===== src/rtl/traffic_ctrl_act_pkg.sv =====
// traffic_pkg: shared constants for the actuated traffic-light controller.
//   - state codes (also driven out on the debug 'phase' port)
//   - light patterns, bit order {ns_r, ns_y, ns_g, ew_r, ew_y, ew_g}
//   - bit positions of each lamp inside that vector
package traffic_pkg;

    localparam logic [2:0] ST_NS_GREEN  = 3'd0;
    localparam logic [2:0] ST_NS_YELLOW = 3'd1;
    localparam logic [2:0] ST_ALL_RED_A = 3'd2;
    localparam logic [2:0] ST_EW_GREEN  = 3'd3;
    localparam logic [2:0] ST_EW_YELLOW = 3'd4;
    localparam logic [2:0] ST_ALL_RED_B = 3'd5;
    localparam logic [2:0] ST_FLASH     = 3'd6;

    localparam logic [5:0] LT_NS_GREEN  = 6'b001100;
    localparam logic [5:0] LT_NS_YELLOW = 6'b010100;
    localparam logic [5:0] LT_ALL_RED   = 6'b100100;
    localparam logic [5:0] LT_EW_GREEN  = 6'b100001;
    localparam logic [5:0] LT_EW_YELLOW = 6'b100010;
    localparam logic [5:0] LT_DARK      = 6'b000000;

    localparam int unsigned NS_R = 5;
    localparam int unsigned NS_Y = 4;
    localparam int unsigned NS_G = 3;
    localparam int unsigned EW_R = 2;
    localparam int unsigned EW_Y = 1;
    localparam int unsigned EW_G = 0;

endpackage


===== src/rtl/traffic_ctrl_act_if.sv =====
// traffic_ctrl_act_if: controller-side bundle.
//   master: drives tick / ew_sense / ped_req / flash_mode, watches the lamps
//   slave : the controller; receives the inputs, drives lights / walk / phase
interface traffic_ctrl_act_if;
    logic       tick;
    logic       ew_sense;
    logic       ped_req;
    logic       flash_mode;
    logic [5:0] lights;
    logic       walk;
    logic [2:0] phase;

    modport master (output tick, ew_sense, ped_req, flash_mode,
                    input  lights, walk, phase);
    modport slave  (input  tick, ew_sense, ped_req, flash_mode,
                    output lights, walk, phase);
endinterface


===== src/rtl/traffic_ctrl_act_phase_timer.sv =====
// phase_timer: CW-bit tick counter.
//   clk, clr_n : clock, synchronous active-low reset
//   clear      : force count to 0 (overrides tick)
//   tick       : advance by one when set
//   sat        : count never goes beyond this value
//   cnt        : current count
module phase_timer #(
    parameter int CW = 8
) (
    input  logic          clk,
    input  logic          clr_n,
    input  logic          clear,
    input  logic          tick,
    input  logic [CW-1:0] sat,
    output logic [CW-1:0] cnt
);
    logic [CW-1:0] cnt_q, cnt_d;

    always_comb begin
        cnt_d = cnt_q;
        if (clear)
            cnt_d = '0;
        else if (tick && (cnt_q < sat))
            cnt_d = cnt_q + 1'b1;
    end

    always_ff @(posedge clk) begin
        if (!clr_n) cnt_q <= '0;
        else        cnt_q <= cnt_d;
    end

    assign cnt = cnt_q;
endmodule


===== src/rtl/traffic_ctrl_act.sv =====
// traffic_ctrl_act: actuated NS/EW traffic-light controller with pedestrian
// WALK and night flashing.
//   clk, clr_n : clock, synchronous active-low reset
//   bus.slave  : tick, ew_sense, ped_req, flash_mode in;
//                lights {ns_r,ns_y,ns_g,ew_r,ew_y,ew_g}, walk, phase out
// Outputs are Moore-decoded from registered state.
module traffic_ctrl_act
    import traffic_pkg::*;
#(
    parameter int CW         = 8,
    parameter int T_GREEN    = 16,
    parameter int T_EW_GREEN = 8,
    parameter int T_YELLOW   = 4,
    parameter int T_ALLRED   = 2,
    parameter int T_FLASH    = 8
) (
    input logic               clk,
    input logic               clr_n,
    traffic_ctrl_act_if.slave bus
);
    localparam int T_MAX = (1 << CW) - 1;

    if (CW < 1 || CW > 30 ||
        T_GREEN    < 1 || T_GREEN    > T_MAX ||
        T_EW_GREEN < 1 || T_EW_GREEN > T_MAX ||
        T_YELLOW   < 1 || T_YELLOW   > T_MAX ||
        T_ALLRED   < 1 || T_ALLRED   > T_MAX ||
        T_FLASH    < 1 || T_FLASH    > T_MAX) begin : g_bad_param
        $error("traffic_ctrl_act: phase durations must be in 1..2^CW-1");
    end

    localparam logic [CW-1:0] GREEN_LAST  = CW'(T_GREEN - 1);
    localparam logic [CW-1:0] EWG_LAST    = CW'(T_EW_GREEN - 1);
    localparam logic [CW-1:0] YELLOW_LAST = CW'(T_YELLOW - 1);
    localparam logic [CW-1:0] ALLRED_LAST = CW'(T_ALLRED - 1);
    localparam logic [CW-1:0] FLASH_LAST  = CW'(T_FLASH - 1);

    logic [2:0]    state_q, state_d;
    logic          ew_pend_q, ew_pend_d;
    logic          walk_pend_q, walk_pend_d;
    logic          walk_act_q, walk_act_d;
    logic          blink_q, blink_d;
    logic [CW-1:0] cnt, bcnt, cnt_sat;
    logic          enter_ew, blink_wrap;
    logic [5:0]    lights_o;
    logic          walk_o;

    // Phase counter: clears on any state change. Saturating at the state's
    // last count is what makes NS_GREEN park at T_GREEN-1 while waiting.
    always_comb begin
        cnt_sat = '1;
        case (state_q)
            ST_NS_GREEN:                 cnt_sat = GREEN_LAST;
            ST_NS_YELLOW, ST_EW_YELLOW:  cnt_sat = YELLOW_LAST;
            ST_ALL_RED_A, ST_ALL_RED_B:  cnt_sat = ALLRED_LAST;
            ST_EW_GREEN:                 cnt_sat = EWG_LAST;
            default:                     cnt_sat = '1;
        endcase
    end

    phase_timer #(.CW(CW)) u_phase_tmr (
        .clk   (clk),
        .clr_n (clr_n),
        .clear (state_d != state_q),
        .tick  (bus.tick),
        .sat   (cnt_sat),
        .cnt   (cnt)
    );

    // Blink timer idles at 0 outside FLASH so the first half-period after
    // entry is a full T_FLASH ticks.
    assign blink_wrap = bus.tick && (bcnt == FLASH_LAST);

    phase_timer #(.CW(CW)) u_blink_tmr (
        .clk   (clk),
        .clr_n (clr_n),
        .clear ((state_q != ST_FLASH) || blink_wrap),
        .tick  (bus.tick),
        .sat   (FLASH_LAST),
        .cnt   (bcnt)
    );

    // State register
    always_ff @(posedge clk) begin
        if (!clr_n) state_q <= ST_ALL_RED_B;
        else        state_q <= state_d;
    end

    // Next-state logic
    always_comb begin
        state_d = state_q;
        case (state_q)
            ST_NS_GREEN:
                if (bus.tick && cnt == GREEN_LAST && ew_pend_q) state_d = ST_NS_YELLOW;
            ST_NS_YELLOW:
                if (bus.tick && cnt == YELLOW_LAST) state_d = ST_ALL_RED_A;
            ST_ALL_RED_A:
                if (bus.tick && cnt == ALLRED_LAST)
                    state_d = bus.flash_mode ? ST_FLASH : ST_EW_GREEN;
            ST_EW_GREEN:
                if (bus.tick && cnt == EWG_LAST) state_d = ST_EW_YELLOW;
            ST_EW_YELLOW:
                if (bus.tick && cnt == YELLOW_LAST) state_d = ST_ALL_RED_B;
            ST_ALL_RED_B:
                if (bus.tick && cnt == ALLRED_LAST)
                    state_d = bus.flash_mode ? ST_FLASH : ST_NS_GREEN;
            ST_FLASH:
                if (bus.tick && !bus.flash_mode) state_d = ST_ALL_RED_B;
            default:
                state_d = ST_ALL_RED_B;
        endcase
    end

    // Request latches. A request seen on the EW_GREEN entry edge survives
    // the clear (set wins) and is served in the following EW phase.
    assign enter_ew = (state_d == ST_EW_GREEN) && (state_q != ST_EW_GREEN);

    always_comb begin
        ew_pend_d   = ew_pend_q;
        walk_pend_d = walk_pend_q;
        walk_act_d  = walk_act_q;
        if (enter_ew) begin
            ew_pend_d   = 1'b0;
            walk_pend_d = 1'b0;
            walk_act_d  = walk_pend_q;
        end
        if (bus.ew_sense || bus.ped_req) ew_pend_d   = 1'b1;
        if (bus.ped_req)                 walk_pend_d = 1'b1;
    end

    always_comb begin
        blink_d = 1'b0;
        if (state_d == ST_FLASH) begin
            if (state_q != ST_FLASH) blink_d = 1'b1;
            else if (blink_wrap)     blink_d = ~blink_q;
            else                     blink_d = blink_q;
        end
    end

    always_ff @(posedge clk) begin
        if (!clr_n) begin
            ew_pend_q   <= 1'b0;
            walk_pend_q <= 1'b0;
            walk_act_q  <= 1'b0;
            blink_q     <= 1'b0;
        end else begin
            ew_pend_q   <= ew_pend_d;
            walk_pend_q <= walk_pend_d;
            walk_act_q  <= walk_act_d;
            blink_q     <= blink_d;
        end
    end

    // Output decode; unused codes show all-red
    always_comb begin
        lights_o = LT_ALL_RED;
        walk_o   = 1'b0;
        case (state_q)
            ST_NS_GREEN:  lights_o = LT_NS_GREEN;
            ST_NS_YELLOW: lights_o = LT_NS_YELLOW;
            ST_EW_GREEN: begin
                lights_o = LT_EW_GREEN;
                walk_o   = walk_act_q;
            end
            ST_EW_YELLOW: lights_o = LT_EW_YELLOW;
            ST_FLASH: begin
                lights_o       = LT_DARK;
                lights_o[NS_Y] = blink_q;
                lights_o[EW_R] = blink_q;
            end
            default:      lights_o = LT_ALL_RED;
        endcase
    end

    assign bus.lights = lights_o;
    assign bus.walk   = walk_o;
    assign bus.phase  = state_q;
endmodule


===== src/flat_wrapper.sv =====
// flat-port wrapper written by rule: the top's interface ports become plain ports
module traffic_ctrl_act_flat import traffic_pkg::*;
#(
    parameter int CW         = 8,
    parameter int T_GREEN    = 16,
    parameter int T_EW_GREEN = 8,
    parameter int T_YELLOW   = 4,
    parameter int T_ALLRED   = 2,
    parameter int T_FLASH    = 8
)
  (clk, clr_n, bus_tick, bus_ew_sense, bus_ped_req, bus_flash_mode, bus_lights, bus_walk, bus_phase);
  traffic_ctrl_act_if bus_i ();
  input logic clk;
  input logic clr_n;
  input wire logic [$bits(bus_i.tick)-1:0] bus_tick;
  input wire logic [$bits(bus_i.ew_sense)-1:0] bus_ew_sense;
  input wire logic [$bits(bus_i.ped_req)-1:0] bus_ped_req;
  input wire logic [$bits(bus_i.flash_mode)-1:0] bus_flash_mode;
  output wire logic [$bits(bus_i.lights)-1:0] bus_lights;
  output wire logic [$bits(bus_i.walk)-1:0] bus_walk;
  output wire logic [$bits(bus_i.phase)-1:0] bus_phase;
  assign bus_i.tick = bus_tick;
  assign bus_i.ew_sense = bus_ew_sense;
  assign bus_i.ped_req = bus_ped_req;
  assign bus_i.flash_mode = bus_flash_mode;
  assign bus_lights = bus_i.lights;
  assign bus_walk = bus_i.walk;
  assign bus_phase = bus_i.phase;
  traffic_ctrl_act #(.CW(CW), .T_GREEN(T_GREEN), .T_EW_GREEN(T_EW_GREEN), .T_YELLOW(T_YELLOW), .T_ALLRED(T_ALLRED), .T_FLASH(T_FLASH)) u_core (.clk(clk), .clr_n(clr_n), .bus(bus_i));
endmodule

===== config.mk =====
export PLATFORM = sky130hd
export DESIGN_NAME = traffic_ctrl_act_flat
export DESIGN_NICKNAME = d
export VERILOG_FILES = /design/src/rtl/traffic_ctrl_act_pkg.sv /design/src/rtl/traffic_ctrl_act_if.sv /design/src/rtl/traffic_ctrl_act_phase_timer.sv /design/src/rtl/traffic_ctrl_act.sv /design/src/flat_wrapper.sv
export SDC_FILE = /design/constraint.sdc
export NUM_CORES = 1
export LEC_CHECK = 0
export BUFFER_PORTS_ARGS = -buffer_cell sky130_fd_sc_hd__buf_2
export CORE_AREA = 2 2 56 58
export CTS_BUF_LIST = sky130_fd_sc_hd__clkbuf_4
export DETAILED_ROUTE_END_ITERATION = 7
export DIE_AREA = 0 0 58 60
export GPL_TIMING_DRIVEN = 1
export HOLD_SLACK_MARGIN = 0.15
export PLACE_DENSITY = 0.85
export SYNTH_ARGS = -nofsm -noshare
export SYNTH_HDL_FRONTEND = slang
export SYNTH_HIERARCHICAL = 1
export SYNTH_SLANG_ARGS = --single-unit

===== constraint.sdc =====
create_clock -name clk -period 3.6 [get_ports clk]
set_input_delay 0.72 -clock clk [delete_from_list [all_inputs] [get_ports clk]]
set_output_delay 0.72 -clock clk [all_outputs]
set_load 0.01 [all_outputs]

# == Yosys cells after proc, flatten, opt, wreduce, memory -nomap -nowiden ==
# Index checks and enable logic that the tools add are counted.
# totals
ff_bits,23
latch_bits,0
ramBits,0
romBits,0
input_bits,6
output_inout_bits,10
word_cells,69
mem_count,0
# op_classes
add_sub_neg,2
n_mul,0
n_div,0
magnitude_cmp,2
eq_ne,16
n_shift,0
mux,18
n_bitwise,2
n_reduce_logical,22
# ops
cell,n
8-bit one-hot mux with 4 select lines,1
6-bit one-hot mux with 5 select lines,1
3-bit 2-to-1 mux,9
3-bit one-hot mux with 7 select lines,1
8-bit by 1-bit adder with 8-bit output (second input constant),2
8-bit by 3-bit equality test with 1-bit output (second input constant),2
3-bit equality test (second input constant),4
1-bit logical AND,10
3-bit by 2-bit equality test with 1-bit output (second input constant),3
8-bit by 1-bit equality test with 1-bit output (second input constant),1
8-bit by 2-bit equality test with 1-bit output (second input constant),1
8-bit by 4-bit equality test with 1-bit output (second input constant),1
8-bit by 3-bit < comparator with 1-bit output (second input constant),1
8-bit < comparator,1
2-bit OR reduction,4
1-bit 2-to-1 mux,6
2-bit nonzero test,3
3-bit by 1-bit equality test with 1-bit output (second input constant),1
3-bit zero test,1
3-bit by 2-bit inequality test with 1-bit output (second input constant),1
3-bit inequality test,1
3-bit inequality test (second input constant),1
1-bit logical OR,2
1-bit NOT,2
2 further kinds,2

# == Depth between registers and ports, before layout ==
# Gate-level depths: netlist (run 1).
# logic_depth
ltp_word,9
ltp_mapped,11
depth_no_buf,10

# == Cells and area by module ==
# The synthesis (run 1) kept the hierarchy.
# modules_own_cells
mod,instances,cells_each,area_per_inst_um2,seq_area_each_um2
traffic_ctrl_act,1,88,659.4,140.1
phase_timer at u_core.u_phase_tmr,1,70,588.1,160.2
phase_timer at u_core.u_blink_tmr,1,66,586.8,160.2

# == Worst setup path after synthesis (run 1) ==
# OpenSTA, ideal clock, no wires.
# synth_path
kind,in2reg
start,in bus_tick
end,"reg u_core.u_phase_tmr.cnt_q[0], in the netlist u_core/u_phase_tmr/cnt[0]"
setup_time_ns,0.124
t_arrival_ns,2.233
required_time_ns,3.476
slack_ns,1.243
cell_stages,9
n_path_buf,2
cell_sequence,and4bb_1 > buf_6 > nand3_2 > or4_4 > o2111ai_2 > mux2i_1 > nand2b_1 > buf_1 > nor2_1
# synth_between
elab_chain_len,6
word_cells_on_any_way,17
cone_classes,eq/ne (1); mux (8); reduce/logical (8)
# synth_lines
item,line_no,rtl
start: declaration,flat_wrapper.sv:15,input wire logic [$bits(bus_i.tick)-1:0] bus_tick;
1-bit logical AND (2 in series),traffic_ctrl_act.sv:94,if (bus.tick && cnt == GREEN_LAST && ew_pend_q) state_d = ST_NS_YELLOW;
3-bit 2-to-1 mux,traffic_ctrl_act.sv:94,
3-bit one-hot mux with 7 select lines,traffic_ctrl_act.sv:92,case (state_q)
3-bit inequality test,traffic_ctrl_act.sv:64,".clear (state_d != state_q),"
2-bit OR reduction (no source line),--,
end signal: assignment,traffic_ctrl_act_phase_timer.sv:29,else cnt_q <= cnt_d;
end: declaration,traffic_ctrl_act_phase_timer.sv:17,"logic [CW-1:0] cnt_q, cnt_d;"
# Several ways; a longest one is shown, not always the timed one.
# A chain may end at the register's enable or synchronous reset.

# == Worst setup path in the final report (run 1) ==
# layout_path
start,"reg u_core.state_q[1], in the netlist u_core/bus.phase[1]"
end,"reg u_core.u_phase_tmr.cnt_q[7], in the netlist u_core/u_phase_tmr/cnt[7]"
# layout_between
elab_chain_len,5
word_cells_on_any_way,22
cone_classes,order compare (1); eq/ne (7); mux (9); reduce/logical (5)
# layout_lines
item,line_no,rtl
start: declaration,traffic_ctrl_act.sv:38,"logic [2:0] state_q, state_d;"
start signal: assignment,traffic_ctrl_act.sv:86,else state_q <= state_d;
"3-bit by 2-bit equality test with 1-bit output, or another cell as far along",traffic_ctrl_act.sv:52,case (state_q)
2-bit OR reduction,traffic_ctrl_act.sv:52,
8-bit one-hot mux with 4 select lines (*),traffic_ctrl_act.sv:52,
net u_core.cnt_sat[2],traffic_ctrl_act.sv:43,"logic [CW-1:0] cnt, bcnt, cnt_sat;"
8-bit < comparator (*),traffic_ctrl_act_phase_timer.sv:23,else if (tick && (cnt_q < sat))
1-bit logical AND (*),traffic_ctrl_act_phase_timer.sv:23,
# Mark *: on every way through the listed nets, which the timed path passes. The rest lies on a longest branch.

==> results of run 1 <==
power by group:
part | leakage [nW] | total (mW) | internal, mW | switching (mW)
logic | 0.639 | 0.341 | 0.149 | 0.192
registers | 0.186 | 0.321 | 0.273 | 0.0481
clock network | 0.0177 | 0.118 | 0.0416 | 0.0762
final cells by class:
cell class                      instances  area share [%]
Clock buffer                            3            1.14
Multi-Input combinational cell        180            65.2
Timing Repair Buffer                   15            3.81
Tap cell                               33            2.09
Inverter                               22            4.19
Sequential cell                        23            23.4
Clock inverter                          1           0.254
per-stage QoR:
step	instance area [sq um]	util (%)	hold slack (ps)	total power, mW	instances
after floorplan	1860	-	450	0.589	231
after global placement	1940	67.0	474	0.659	273
after detailed placement	1940	67.0	482	0.665	273
after CTS	1970	67.9	518	0.782	277
after global routing	1970	67.9	550	0.837	277
final	1970	67.9	513	0.779	277
layer usage:
| layer | vias to the layer above | track usage, % | routed length [microns] | share of wire (%) |
|---|---|---|---|---|
| met3 | 7 | 3.03 | 93 | 2.5 |
| met4 | 0 | 8.64 | 57 | 1.5 |
| met5 | - | 0 | 0 | 0 |
| met1 | 766 | 30.4 | 1730 | 47 |
| met2 | 25 | 41.2 | 1830 | 49 |
| li1 | 843 | - | - | - |
worst max path at each step:
| stage | startpoint | to | slack, ps | depth (start not counted) |
|---|---|---|---|---|
| 3_3_place_gp | bus_tick | u_core/u_phase_tmr/cnt[2] | 1010 | 8 |
| 6_report | u_core/bus.phase[1] | u_core/u_phase_tmr/cnt[7] | 1050 | 10 |
| 4_1_cts | u_core/bus.phase[1] | u_core/u_phase_tmr/cnt[7] | 1060 | 10 |
| 3_5_place_dp | bus_tick | u_core/u_phase_tmr/cnt[4] | 910 | 8 |
| 5_1_grt | u_core/bus.phase[1] | u_core/u_phase_tmr/cnt[7] | 890 | 10 |
| 2_1_floorplan | bus_tick | u_core/u_phase_tmr/cnt[0] | 1240 | 9 |
tightest hold or removal path, stage by stage, from the launching register on:
cell	delay [ps]
dfxtp_1	360
a211oi_2	60
nor2_1	60
flip-flops by register name, summed over array words and instances (netlist names):
name / count
u_core/blink_q: 1
u_core/bus.phase: 3
u_core/u_blink_tmr/cnt: 8
u_core/walk_act_q: 1
u_core/walk_pend_q: 1
u_core/ew_pend_q: 1
u_core/u_phase_tmr/cnt: 8
placed cells by master, fill, tap and decap left out, types with 5 or more instances in the layout:
master / n
nand3_1: 9
nor2b_1: 5
a21oi_1: 14
o21ai_0: 5
ha_1: 16
conb_1: 9
nand4_1: 5
mux2i_1: 5
inv_1: 22
xnor2_1: 5
buf_2: 15
dfxtp_1: 23
nand2_1: 16
nor2_1: 22
kinds of logic after synthesis:
group                    after synthesis  share of synthesized area, %
AND/OR/NAND/NOR                       94                          30.1
AO/OA/AOI/OAI                         49                          21.1
buffers and inverters                 28                          6.28
flip-flops                            23                          25.1
adder cells (fa/ha/maj)               16                          10.9
XOR/XNOR                               7                          3.34
multiplexers                           5                          2.73
other                                  2                         0.409
==> results.yml, run 1 <==
synth:
  synthArstFlopShare_pct: 0
  yosysSeqAreaShare_pct: 25.1
  synth_top_area_share_pct: 25.1
  syn_inst: 224
  synth_most_common_cell: "dfxtp_1"
  synthTopCellsByCount: "23 x dfxtp_1, 22 x inv_1, 22 x nor2_1"
  netlist_area_sq_um: 1830
  synthTopCellsByArea: "dfxtp_1 25%, ha_1 11%, inv_1 4.5%, nor2_1 4.5%, a21oi_1 3.8%"
  synth_edf_count: 0
  synth.avg_cell_area_sq_um: 8.19
  synthFlopType: "dfxtp_1"
  yosys_warnings: 6
  synth.distinct_cells: 60
  synth-seq-cells: 23
  synth_top_area_cell: "dfxtp_1"
global_route:
  gr-total-overflow: 0
  gr-usage-all-layers_pct: 23.8
  grt_max_degree: 16
  grt_pass1_wl_microns: 6460
  grt_antenna_before_repair: 0
  grt_pass1_vias: 1530
worst_setup_path:
  slowest_delay_ps: 630
  critPathBufInv: 1
  reg2reg_from: "u_core/bus.phase[1]"
  reg2reg_slack_ps: 1050
  cp.arrival_ps: 2790
  r2r_end: "u_core/u_phase_tmr/cnt[7]"
  reg2regPathDepth: 10
  crit_type: "reg2reg"
  cp_slowest_cell: "dfxtp_1"
  critPathTopFamily: "simple AND/OR/NAND/NOR gates"
  startpoint_type: "register"
  crit_chain: "nor2b_1 -> nand2_1 -> nand3_1 -> inv_1 -> ha_1 -> a211oi_2 -> o21a_2 -> o211ai_2 -> or3_1 -> a21oi_1"
  cp-end-kind: "register"
  cp_max_fo: 15
  critical_path_required_ps: 3850
cells_and_area:
  drive_above_1_share_pct: 16.0
  area_delta_synth_final_pct: 7.50
  nNetsFinal: 267
  diodes: 0
  fill_cells: 255
  multi_input_area_sq_um: 1280
  seqCellArea_sq_um: 460
clock_network:
  htreeDepth: 1
  cts-root-buf: "clkbuf_4"
  post_cts.repair.setup_buffers: 0
  ctsHoldBuffers: 0
  cts_tree: "yes"
  clkTransAtPathRegs_ps: 130
  numCtsBuffers: 3
  insertion_delay_ps: 320
  clkSinkCount: 23
  clockBufferDepth: 2
  cts_resized: 0
placement:
  io_buffers: 15
  place_ws_ps: 911
  gp_congestion: 0.870
  hpwl_microns: 2910
sta:
  setup_viol: 0
  worst_slack_ps: 1050
  slew_headroom_pct: 54.9
  timing.final.crit_share_pct: 70.7
  max_freq_ghz: 0.393
  grt_setup_unrepaired: "false"
  hold_viol_final: 0
  slew_violations: 0
  fin_crit_ps: 2550
  tns_ps: 0
  worst_pin_slew_ps: 669
  clock_skew_ps: 11.1
routing:
  drt-wirelength-per-cell_microns: 13.4
  ant_nets: 0
  viasPerCell: 5.92
  first_iter_violations: 73
  dr_total_vias: 1641
  drtPass1Iterations: 4
  drc: 0
  finalWirelength_microns: 3710
power_and_ir_drop:
  p_per_area_nw_per_um2: 395
  irDropWorstVdd_v: 0.000283
  leakage_nw: 0.843
min_path:
  hold_path_class: "reg2reg"
  min_to: "u_core/ew_pend_q"
  worstHoldPathCells: 2
  min_from: "u_core/ew_pend_q"
run:
  maxCapViolations: 0
die:
  die_y_microns: 60
  ioPinCount: 16
  core_sq_um: 2900
  dieArea_sq_um: 3480
  die_w_microns: 58
  start_util_pct: 63.2
  std_cell_rows: 20
run_status:
  status: "finished, final reports clean"
No activity file was read; power rests on OpenSTA's default activity.
==> inputs of run 2 (changes only) <==
Settings changed: CORE_AREA 2 2 56 58 to 2 2 58 60, DIE_AREA 0 0 58 60 to 0 0 60 62, PLACE_DENSITY 0.85 to 0.8.
Clock period 3.6 ns to 2.5 ns, I/O delays scaled along.
==> run 2 against run 1 <==
Net effect:
- critical path type unchanged
- global-route usage is 1.2 points lower
- register-to-register slack got worse by 910 ps
- cell area up 3.3%
- worst hold slack lost 91 ps
- clock power is 47% higher
- count of clock-buffer cells in the layout is 1 higher
- via count up 2.6%
- non-clock buffer count increased by 6
==> results.yml, run 2 (same netlist as run 1, synthesis figures left out) <==
routing:
  dr_total_vias: 1683
  drc: 0
  met3_length_microns: 77
  ant_nets: 0
  drtPass1Iterations: 4
  viasPerCell: 5.69
  wl_met1_microns: 1700
  first_iter_violations: 67
  wl_met2_microns: 1880
  finalWirelength_microns: 3720
  drt-wirelength-per-cell_microns: 12.6
  top_layer_used: "met4"
min_path:
  hold_path_class: "in2reg"
global_route:
  gr-total-overflow: 0
  gr-usage-all-layers_pct: 22.7
  grt_pass1_wl_microns: 6400
  grt_max_degree: 15
  grt_pass1_vias: 1479
  grt_antenna_before_repair: 0
sta:
  grt_setup_unrepaired: "false"
  hold_viol_final: 0
  max_freq_ghz: 0.425
  tns_ps: 0
  clock_skew_ps: 4.48
  setup_viol: 0
  slew_headroom_pct: 53.2
  slew_violations: 0
  timing.final.crit_share_pct: 94.2
  fin_crit_ps: 2350
  worst_pin_slew_ps: 693
clock_network:
  cts_tree: "yes"
  numCtsBuffers: 3
  clkSinkCount: 23
  clkTransAtPathRegs_ps: 120
  htreeDepth: 1
  insertion_delay_ps: 300
  cts-root-buf: "clkbuf_4"
  ctsHoldBuffers: 0
  clockBufferDepth: 2
cells_and_area:
  drive_above_1_share_pct: 18.4
  seqCellArea_sq_um: 462
  multi_input_area_sq_um: 1280
  area_delta_synth_final_pct: 11.1
  final_cells: 296
  fill_cells: 286
  layout_common_cells: "22 x nor2_1, 22 x inv_1, 22 x dfxtp_1"
  diodes: 0
  nNetsFinal: 273
power_and_ir_drop:
  p_seq_share_pct: 39.1
  leakage_nw: 0.874
  p_int_mw: 0.696
  power_frac_comb_pct: 45.8
  swShare_pct: 39.8
  finalPower_mw: 1.16
  clkPwrFrac_pct: 15.0
  p_per_area_nw_per_um2: 567
  irDropWorstVdd_v: 0.000233
  switchingPower_mw: 0.459
worst_setup_path:
  startpoint_type: "register"
  cp_max_fo: 14
  critical_path_required_ps: 2730
  crit_type: "reg2reg"
  cp-end-kind: "register"
  cp.arrival_ps: 2590
run:
  maxCapViolations: 0
die:
  die_w_microns: 60
  std_cell_rows: 21
  dieArea_sq_um: 3720
  start_util_pct: 57.7
  core_sq_um: 3180
  die_y_microns: 62
  ioPinCount: 16
placement:
  placedCellCount: 292
  hpwl_microns: 3030
  io_buffers: 15
  gp_congestion: 0.882
run_status:
  status: "finished, final reports clean"
-- run 2: cell count changes in the layout (fill, tap and decap cells not counted) --
cell	previous run	this run
buf_4	0	6
clkbuf_4	3	4
clkinv_2	1	0
dfxtp_2	0	1
dfxtp_1	23	22
-- run 2: what timing repair did --
item / in CTS / in global routing
gates resized for setup: 0 / 1
setup endpoints to repair: 0 / 2
buffers inserted: 0 / 0
-- run 2: through the flow --
step	util, %	area, sq um	setup WS [ps]	hold WS [ps]
CTS	64.0	2040	68.6	424
detailed placement	63.1	2010	87.0	483
finish	64.1	2040	146	422
global route	64.1	2040	23.2	441
floorplan	-	1860	186	450
global placement	63.1	2010	148	476
-- run 2: final cells by class --
cell class / instances / share of cell area, %
flip-flops and latches: 23 / 22.7
repair buffers: 21 / 5.90
clock buffers: 4 / 1.47
multi-input cells: 180 / 63.1
inverters: 22 / 4.05
well taps: 46 / 2.83
-- run 2: per-layer routing --
| metal | vias to the layer above | global-route usage, % |
|---|---|---|
| li1 | 859 | - |
| met1 | 787 | 27.7 |
| met2 | 33 | 41.9 |
| met3 | 4 | 1.24 |
| met4 | 0 | 8.57 |
| met5 | - | 0 |
-- run 2: worst max-delay path, cell delays in order, from the launching register on --
cell,delay [ps]
dfxtp_2,410
nor2_1,250
nand2_1,140
nand3_1,100
inv_1,40
ha_1,300
a211oi_2,260
o21a_2,200
o211ai_2,90
or3_1,360
a21oi_1,140
-- run 2: final timing paths --
check	start	endpoint	slack, ps	cells past startpoint
worst min-delay path	bus_ew_sense	u_core/ew_pend_q	420	3
worst max-delay path	u_core/bus.phase[2]	u_core/u_phase_tmr/cnt[7]	150	10
worst min register to register	u_core/walk_act_q	u_core/walk_act_q	510	2
worst max register to register	u_core/bus.phase[2]	u_core/u_phase_tmr/cnt[7]	150	10
-- run 2: power groups by stage --
stage / clock, mW / combinational, mW / sequential [mW]
final: 0.174 / 0.529 / 0.452
after detailed placement: 0 / 0.527 / 0.459
after global routing: 0.198 / 0.597 / 0.459
after global placement: 0 / 0.516 / 0.459
after floorplan: 0 / 0.413 / 0.436
after CTS: 0.180 / 0.528 / 0.450
==> inputs of run 3 (changes only) <==
--- a/config.mk
+++ b/config.mk
@@ -11,5 +11,4 @@
 export DETAILED_ROUTE_END_ITERATION = 7
 export DIE_AREA = 0 0 60 62
-export GPL_TIMING_DRIVEN = 1
 export HOLD_SLACK_MARGIN = 0.15
 export PLACE_DENSITY = 0.8
==> constraint.sdc (replaced) <==
create_clock -name clk -period 2.5 [get_ports clk]
set_input_delay 0.125 -clock clk [delete_from_list [all_inputs] [get_ports clk]]
set_output_delay 0.125 -clock clk [all_outputs]
set_load 0.01 [all_outputs]
==> run 3 against run 2 <==
Net effect:
- global-route usage decreased by 0.91 points
- die area unchanged
- clock skew increased by 1.9 ps
- cell count increased by 1.7%
- highest routed layer unchanged
==> results.yml, run 3 (same netlist as run 1, synthesis figures left out) <==
routing:
  viasPerCell: 5.54
  ant_nets: 0
  dr_total_vias: 1669
  finalWirelength_microns: 3870
  first_iter_violations: 76
  drtPass1Iterations: 4
  met3_length_microns: 74
  drt-wirelength-per-cell_microns: 12.9
  wl_met1_microns: 1810
  wl_met2_microns: 1930
  drc: 0
  top_layer_used: "met4"
worst_setup_path:
  reg2reg_slack_ps: 130
  reg2reg_from: "u_core/bus.phase[2]"
  critPathTopFamily: "simple AND/OR/NAND/NOR gates"
  critPathLaunch: "u_core/bus.phase[2]"
  crit_type: "reg2reg"
  critPathBufInv: 1
  cp.depth: 10
  cp_max_fo: 7
  slowest_delay_ps: 390
  startpoint_type: "register"
  reg2regPathDepth: 10
  cp_slowest_cell: "dfxtp_1"
  critical_path_required_ps: 2740
  crit_end: "u_core/u_phase_tmr/cnt[7]"
  cp-end-kind: "register"
  r2r_end: "u_core/u_phase_tmr/cnt[7]"
  cp.arrival_ps: 2610
  crit_chain: "nor2_1 -> nand2_1 -> nand3_1 -> inv_1 -> ha_1 -> a211oi_2 -> o21a_2 -> o211ai_2 -> or3_1 -> a21oi_1"
sta:
  worst_pin_slew_ps: 691
  slew_violations: 0
  slew_headroom_pct: 53.4
  max_freq_ghz: 0.422
  timing.final.crit_share_pct: 94.8
  worst_slack_ps: 129
  holdWs_ps: 284
  tns_ps: 0
  setup_viol: 0
  hold_viol_final: 0
  clock_skew_ps: 6.40
  fin_crit_ps: 2370
die:
  die_w_microns: 60
  std_cell_rows: 21
  start_util_pct: 57.7
  dieArea_sq_um: 3720
  die_y_microns: 62
  core_sq_um: 3180
  ioPinCount: 16
cells_and_area:
  drive_above_1_share_pct: 18.8
  final_util_pct: 65.5
  nNetsFinal: 278
  area_delta_synth_final_pct: 13.6
  layout_common_cells: "22 x nor2_1, 22 x inv_1, 21 x dfxtp_1"
  diodes: 0
placement:
  hpwl_microns: 3040
  place_ws_ps: 185
  gp_congestion: 0.867
  io_buffers: 15
run_status:
  status: "finished, final reports clean"
clock_network:
  cts-root-buf: "clkbuf_4"
  clkTransAtPathRegs_ps: 130
  clkSinkCount: 23
  numCtsBuffers: 3
  clockBufferDepth: 2
  htreeDepth: 1
  cts_tree: "yes"
  insertion_delay_ps: 310
  post_cts.repair.setup_buffers: 0
global_route:
  grt_max_degree: 14
  gr-usage-all-layers_pct: 21.8
  grt_pass1_wl_microns: 6220
  grt_antenna_before_repair: 0
  grt_pass1_vias: 1504
  gr-total-overflow: 0
run:
  maxCapViolations: 0
power_and_ir_drop:
  swShare_pct: 40.7
  finalPower_mw: 1.18
  p_int_mw: 0.697
  p_per_area_nw_per_um2: 564
  irDropWorstVdd_v: 0.000291
  power_frac_comb_pct: 48.4
  switchingPower_mw: 0.479
  leakage_nw: 0.898
  clkPwrFrac_pct: 14.6
  p_seq_share_pct: 37.0
min_path:
  hold_path_class: "in2reg"
-- run 3: changes by cell type in the layout (fill, tap and decap cells not counted), sizes merged --
cell / previous run / this run
dlygate4sd3: 0 / 4
clkinv: 0 / 1
clkbuf: 4 / 3
buf: 21 / 22
-- run 3: how the worst min path moves through the flow --
stage | startpoint | endpoint | slack [ps] | cells past startpoint
2_1_floorplan | clr_n | u_core/bus.phase[2] | 190 | 1
3_3_place_gp | bus_ew_sense | u_core/ew_pend_q | 350 | 3
3_5_place_dp | bus_ew_sense | u_core/ew_pend_q | 350 | 3
4_1_cts | bus_flash_mode | u_core/walk_pend_q | 280 | 4
5_1_grt | bus_flash_mode | u_core/walk_pend_q | 320 | 4
6_report | bus_flash_mode | u_core/walk_act_q | 280 | 4
-- run 3: tightest hold or removal path, cell delays in order --
cell and delay [ps]:
buf_2 130, or4_4 170, mux2i_1 70, nor2_1 70
-- run 3: stage by stage --
stage	instance area (sq um)	instances
global route	2080	301
floorplan	1860	231
CTS	2080	301
global placement	2010	293
finish	2080	301
detailed placement	2010	293
-- run 3: power by group through the flow --
stage | combinational [mW] | sequential, mW | clock [mW]
2_1_floorplan | 0.413 | 0.436 | 0
3_3_place_gp | 0.548 | 0.439 | 0
3_5_place_dp | 0.558 | 0.440 | 0
4_1_cts | 0.564 | 0.432 | 0.178
5_1_grt | 0.636 | 0.444 | 0.189
6_report | 0.569 | 0.435 | 0.172
-- run 3: layout make-up --
type / count / area [sq um]
fillers: 267 / 1100
flip-flops and latches: 23 / 463
clock inverters: 1 / 5.00
inverters: 22 / 82.6
well taps: 46 / 57.6
multi-input cells: 180 / 1280
clock buffers: 3 / 22.5
repair buffers: 26 / 168
-- run 3: layer usage --
layer,global-route usage [%],up-vias
li1,-,866
met1,26.4,771
met2,39.0,26
met3,1.86,6
met4,10.2,0
met5,0,-
-- run 3: what timing repair did --
item	CTS	global route
endpoints found under the setup margin	0	1
hold endpoints to repair	4	0
gates resized for setup	0	2
hold buffers	4	0
